$ cat config.mk
export PLATFORM = sky130hd
export DESIGN_NAME = mu0_control
export DESIGN_NICKNAME = d
export VERILOG_FILES = /design/src/rtl/mu0_pkg.sv /design/src/rtl/mu0_ctrl_decode.sv /design/src/rtl/mu0_control.sv
export SDC_FILE = /design/constraint.sdc
export NUM_CORES = 1
export LEC_CHECK = 0
export CAP_MARGIN = 20
export CORE_MARGIN = 3
export CORE_UTILIZATION = 41
export DETAILED_ROUTE_END_ITERATION = 16
export PLACE_DENSITY = 0.86
export SLEW_MARGIN = 10
export SYNTH_ARGS = -nofsm -noshare
export SYNTH_HDL_FRONTEND = slang
export SYNTH_SLANG_ARGS = --single-unit
$ cat constraint.sdc
create_clock -name Clk -period 1.68 [get_ports Clk]
set_input_delay 0.336 -clock Clk [delete_from_list [all_inputs] [get_ports Clk]]
set_output_delay 0.336 -clock Clk [all_outputs]
set_load 0.01 [all_outputs]
$ cat src/rtl/mu0_pkg.sv
// MU0 control shared definitions: opcodes, ALU function codes, FSM state
// encoding and the packed control word passed from decoder to top.
package mu0_pkg;

    localparam logic [3:0] OP_LDA = 4'h0;
    localparam logic [3:0] OP_STA = 4'h1;
    localparam logic [3:0] OP_ADD = 4'h2;
    localparam logic [3:0] OP_SUB = 4'h3;
    localparam logic [3:0] OP_JMP = 4'h4;
    localparam logic [3:0] OP_JGE = 4'h5;
    localparam logic [3:0] OP_JNE = 4'h6;
    localparam logic [3:0] OP_STP = 4'h7;

    localparam logic [1:0] ALU_Y   = 2'b00;
    localparam logic [1:0] ALU_ADD = 2'b01;
    localparam logic [1:0] ALU_SUB = 2'b10;
    localparam logic [1:0] ALU_INC = 2'b11;

    typedef enum logic [1:0] {
        ST_IDLE  = 2'd0,
        ST_FETCH = 2'd1,
        ST_EXEC  = 2'd2,
        ST_HALT  = 2'd3
    } state_t;

    typedef struct packed {
        logic       asel;
        logic       xsel;
        logic       ysel;
        logic [1:0] alufs;
        logic       accce;
        logic       pcce;
        logic       irce;
        logic       accoe;
        logic       memrq;
        logic       rnw;
    } ctrl_t;

    // Quiescent word: nothing enabled, bus in read direction.
    localparam ctrl_t CTRL_IDLE = '{asel: 1'b0, xsel: 1'b0, ysel: 1'b0,
                                    alufs: ALU_Y, accce: 1'b0, pcce: 1'b0,
                                    irce: 1'b0, accoe: 1'b0, memrq: 1'b0,
                                    rnw: 1'b1};

    // LDA/STA/ADD/SUB are the only opcodes that touch memory in EXEC.
    function automatic logic is_mem_op(input logic [3:0] op);
        return (op[3:2] == 2'b00);
    endfunction

endpackage

$ cat src/rtl/mu0_ctrl_decode.sv
// Combinational decode of (state, opcode, flags) into the datapath control
// word. Wait-state gating of the enables is applied by the top level.
module mu0_ctrl_decode
    import mu0_pkg::*;
(
    input  state_t     state,
    input  logic [3:0] ir_op,
    input  logic       n,
    input  logic       z,
    output ctrl_t      ctrl
);

    // Control word per state; EXEC decodes the opcode, flags only matter there.
    always_comb begin
        ctrl = CTRL_IDLE;
        case (state)
            ST_FETCH: begin
                ctrl.asel  = 1'b0;
                ctrl.memrq = 1'b1;
                ctrl.rnw   = 1'b1;
                ctrl.irce  = 1'b1;
                ctrl.xsel  = 1'b1;
                ctrl.alufs = ALU_INC;
                ctrl.pcce  = 1'b1;
            end
            ST_EXEC: begin
                case (ir_op)
                    OP_LDA: begin
                        ctrl.asel  = 1'b1;
                        ctrl.memrq = 1'b1;
                        ctrl.alufs = ALU_Y;
                        ctrl.accce = 1'b1;
                    end
                    OP_STA: begin
                        ctrl.asel  = 1'b1;
                        ctrl.memrq = 1'b1;
                        ctrl.rnw   = 1'b0;
                        ctrl.accoe = 1'b1;
                    end
                    OP_ADD, OP_SUB: begin
                        ctrl.asel  = 1'b1;
                        ctrl.memrq = 1'b1;
                        ctrl.alufs = (ir_op == OP_ADD) ? ALU_ADD : ALU_SUB;
                        ctrl.accce = 1'b1;
                    end
                    OP_JMP, OP_JGE, OP_JNE: begin
                        // Conditional jumps degrade to NOP when not taken.
                        if ((ir_op == OP_JMP) ||
                            (ir_op == OP_JGE && !n) ||
                            (ir_op == OP_JNE && !z)) begin
                            ctrl.ysel  = 1'b1;
                            ctrl.alufs = ALU_Y;
                            ctrl.pcce  = 1'b1;
                        end
                    end
                    default: ctrl = CTRL_IDLE;   // STP and NOPs
                endcase
            end
            default: ctrl = CTRL_IDLE;           // IDLE and HALT
        endcase
    end

endmodule

$ cat src/rtl/mu0_control.sv
// MU0 control unit top: state register, memory wait handling, retired
// instruction counter and enable gating around the combinational decoder.
// Optional feature macro: MU0_MEMWAIT_EN (Mem_ack wait-state handshake).
module mu0_control
    import mu0_pkg::*;
#(
    parameter int CNT_W = 16
) (
    input  logic             Clk,
    input  logic             nReset,
    input  logic [3:0]       IR_op,
    input  logic             N,
    input  logic             Z,
    input  logic             Mem_ack,
    output logic             Asel,
    output logic             Xsel,
    output logic             Ysel,
    output logic [1:0]       ALUfs,
    output logic             ACCce,
    output logic             PCce,
    output logic             IRce,
    output logic             ACCoe,
    output logic             MEMrq,
    output logic             RnW,
    output logic             Halted,
    output logic [CNT_W-1:0] Instr_cnt
);

    state_t     state, state_nx;
    ctrl_t      dec, ctrl;
    logic       ack;
    logic       mem_phase;
    logic       stall;
    logic [CNT_W-1:0] cnt;

`ifdef MU0_MEMWAIT_EN
    assign ack = Mem_ack;
`else
    // Without the handshake every access completes in one cycle.
    logic unused_mem_ack;
    assign unused_mem_ack = Mem_ack;
    assign ack = 1'b1;
`endif

    mu0_ctrl_decode u_dec (
        .state (state),
        .ir_op (IR_op),
        .n     (N),
        .z     (Z),
        .ctrl  (dec)
    );

    assign mem_phase = (state == ST_FETCH) ||
                       (state == ST_EXEC && is_mem_op(IR_op));
    assign stall     = mem_phase && !ack;

    // State register; reset lands in IDLE from any state.
    always_ff @(posedge Clk or negedge nReset) begin
        if (!nReset) state <= ST_IDLE;
        else         state <= state_nx;
    end

    // Next state and gated control word: addresses/mux selects stay put
    // during a stall, register enables only fire on the completing cycle.
    always_comb begin
        state_nx = state;
        ctrl     = dec;
        if (stall) begin
            ctrl.irce  = 1'b0;
            ctrl.pcce  = 1'b0;
            ctrl.accce = 1'b0;
        end
        case (state)
            ST_IDLE:  state_nx = ST_FETCH;
            ST_FETCH: if (!stall) state_nx = ST_EXEC;
            ST_EXEC:  if (!stall) state_nx = (IR_op == OP_STP) ? ST_HALT : ST_FETCH;
            ST_HALT:  state_nx = ST_HALT;
            default:  state_nx = ST_IDLE;
        endcase
    end

    // Retired-instruction counter: bumps on each completed EXEC, saturates.
    always_ff @(posedge Clk or negedge nReset) begin
        if (!nReset)
            cnt <= '0;
        else if (state == ST_EXEC && !stall && cnt != {CNT_W{1'b1}})
            cnt <= cnt + 1'b1;
    end

    assign Asel      = ctrl.asel;
    assign Xsel      = ctrl.xsel;
    assign Ysel      = ctrl.ysel;
    assign ALUfs     = ctrl.alufs;
    assign ACCce     = ctrl.accce;
    assign PCce      = ctrl.pcce;
    assign IRce      = ctrl.irce;
    assign ACCoe     = ctrl.accoe;
    assign MEMrq     = ctrl.memrq;
    assign RnW       = ctrl.rnw;
    assign Halted    = (state == ST_HALT);
    assign Instr_cnt = cnt;

endmodule
==> results.cfg <==
[routing]
drcViolationCount = 0
firstDrtPassIters = 4
ant_nets = 0
routed_wl_um = 3110
initialDrtViolationCount = 19
wire_per_inst_um = 15.3
route.vias.total = 1092
via_per_inst = 5.38

[worst_setup_path]
critical-path-top-delay-family = flip-flops
startpoint_type = register
cp_slowest_cell = dfrtp_1
cp.buffers_inverters = 1
path_cells = ha_4, or2_4, o21ai_2, buf_2
critPathMaxStageDelay_ns = 0.44
worstPathRequired_ns = 1.34
end_kind = primary output
worstSetupPathType = reg -> out
critPathArrivalTime_ns = 1.54
worst-path-max-fanout = 4

[power]
seq_power_share_pct = 28.6
powerDensity_nw_per_um2 = 1220
switchingPower_mw = 0.849
switching_share_pct = 37.9
p_clk_share_pct = 9.5
peakVddDrop_mv = 0.870
p_int_mw = 1.39
p_comb_share_pct = 62.0
leakagePower_nw = 0.888

[cells_and_area]
drive_above_1_share_pct = 49.1
fin_nets = 189
area_growth_pct = 63.6
fin_area_um2 = 1840
diodes = 0
n_fill_cell = 194
final_util_pct = 72.4

[synth]
synth.top_cell.area_share_pct = 40.0
syn_inst = 111
synth_edf_count = 0
syn_area_um2 = 1130
synth_area_leaders = dfrtp_1 (40%), xor2_1 (6.2%), ha_1 (5.6%)
syn_area_per_cell_um2 = 10.1
synth_common_cells = dfrtp_1 (18), nor2_1 (14), nand2_1 (9)
synth_cell_types = 35
syn_nets = 125
async_reset_ff_share_pct = 100
synth_ff_type = dfrtp_1
synth-seq-cells = 18
ys_warn_count = 0
yosysSeqAreaShare_pct = 40.0
yosys.area.top_type = dfrtp_1
synth.most_common_cell = dfrtp_1

[global_route]
antenna_found_initial = 0
grt_pass1_vias = 1171
grt_max_degree = 19
grt_first_pass_wirelength_um = 4950
grt_usage_pct = 18.5
overflow = 0

[timing]
finalCritPeriodShare_pct = 112
worst_clock_skew_ns = 0.00319
clock.fmax_ghz = 0.534
post-route-min-period_ns = 1.87
maxSlewViolCount = 0
setup_violations = 10
rsz0062_at_grt = true
relSlewSlack_pct = 74.6
holdWs_ns = 0.353
hold_viol = 0
fin_ws_ns = -0.194
tightest_slew_ns = 0.380

[placement]
postPlaceCellArea_um2 = 1610
port_buffers = 35
pre_cts_ws_ns = -0.753
gp_congestion = 0.844
dpl.hpwl_um = 2170

[clock_tree]
cts.clk_slew.worst_paths_ns = 0.09
clock_latency_ns = 0.30
cts_made_buffers = 3
ctsHtreeMaxLevel = 1
cts_tree = yes
cts-root-buf = clkbuf_4
clockBufferDepth = 2
clock_sinks = 18

[floorplanning]
die_w_um = 58.4
start_util_pct = 44.2
die_h_um = 58.4
fp.coreArea_um2 = 2540
num_io_pins = 37
num_rows = 18
die_area_um2 = 3410

[job]
drv_cap = 0

[outcome]
violations = negative setup slack
status = finished with violations

[hold_path]
min_path_type = in -> async
layout make-up:
type	count	area (um2)	area share, %
well taps	30	37.5	2.04
clock buffers	3	22.5	1.22
multi-input cells	85	759	41.2
flip-flops and latches	18	462	25.1
repair buffers	62	539	29.3
inverters	5	21.3	1.15
sequential cells by signal (all words and copies together), names as in the netlist:
register   cells
Instr_cnt     16
state          2
kinds of logic (layout without fill, tap and decap cells):
logic type | Yosys count | after routing | share of synthesized area [%]
adder cells (fa/ha/maj) | 5 | 5 | 5.56
buffers and inverters | 8 | 70 | 4.33
flip-flops | 18 | 18 | 40.0
AO/OA/AOI/OAI | 17 | 17 | 10.9
XOR/XNOR | 10 | 10 | 7.78
AND/OR/NAND/NOR | 52 | 52 | 30.4
multiplexers | 1 | 1 | 1.00
metrics by stage:
step                total power, mW  setup TNS (ns)  std cells
CTS                            2.07          -0.933        198
detailed placement             1.79           -5.59        190
finish                         2.24           -1.22        203
global route                   2.40           -1.80        203
global placement               1.74           -4.78        190
floorplan                      1.16         -0.0775        111
power groups by stage:
stage	Combinational [mW]	Sequential (mW)	Clock [mW]
global route	1.50	0.659	0.236
detailed placement	1.13	0.657	0
finish	1.39	0.639	0.212
CTS	1.21	0.645	0.217
floorplan	0.469	0.695	0
global placement	1.09	0.647	0
placed cells by master, fill, tap and decap left out, types with 2 or more instances in the layout:
cell type,n
a21oi_1,7
a31oi_1,2
and4_2,2
buf_2,6
buf_4,23
buf_6,9
clkbuf_4,3
clkdlybuf4s50_1,17
dfrtp_1,9
dfrtp_2,9
dlygate4sd2_1,4
dlymetal6s2s_1,2
ha_1,2
ha_4,2
inv_1,2
inv_2,2
nand2_1,8
nand2b_4,2
nand3_1,3
nand4_4,2
nor2_1,12
nor2_2,2
nor3_2,3
nor4_4,4
o21a_1,2
o21ai_2,2
xnor2_1,2
xor2_1,8
worst paths after layout:
check / from / end / slack [ns] / cells past startpoint
max: state[1] / ALUfs[1] / -0.19 / 4
min: nReset / Instr_cnt[15] / 0.35 / 2
max reg2reg: state[1] / Instr_cnt[11] / 0.04 / 6
min reg2reg: Instr_cnt[5] / Instr_cnt[5] / 0.52 / 1
max in group asynchronous: nReset / Instr_cnt[7] / 1.12 / 2
min in group Clk: Instr_cnt[5] / Instr_cnt[5] / 0.52 / 1
metal layers:
| metal | GRT usage (%) | vias to the layer above | part of all wire, % |
|---|---|---|---|
| met4 | 7.62 | 0 | 1.9 |
| met3 | 1.54 | 5 | 5.6 |
| met1 | 20.6 | 530 | 39 |
| met5 | 0 | - | 0 |
| li1 | - | 518 | - |
| met2 | 35.6 | 39 | 54 |
what timing repair did:
item,4_1_cts,5_1_grt
resized for setup,79,26
buffers inserted,5,5
endpoints found under the setup margin,23,27
hold buffers,0,0
pin swaps,6,7
No activity file was read; power rests on OpenSTA's default activity.
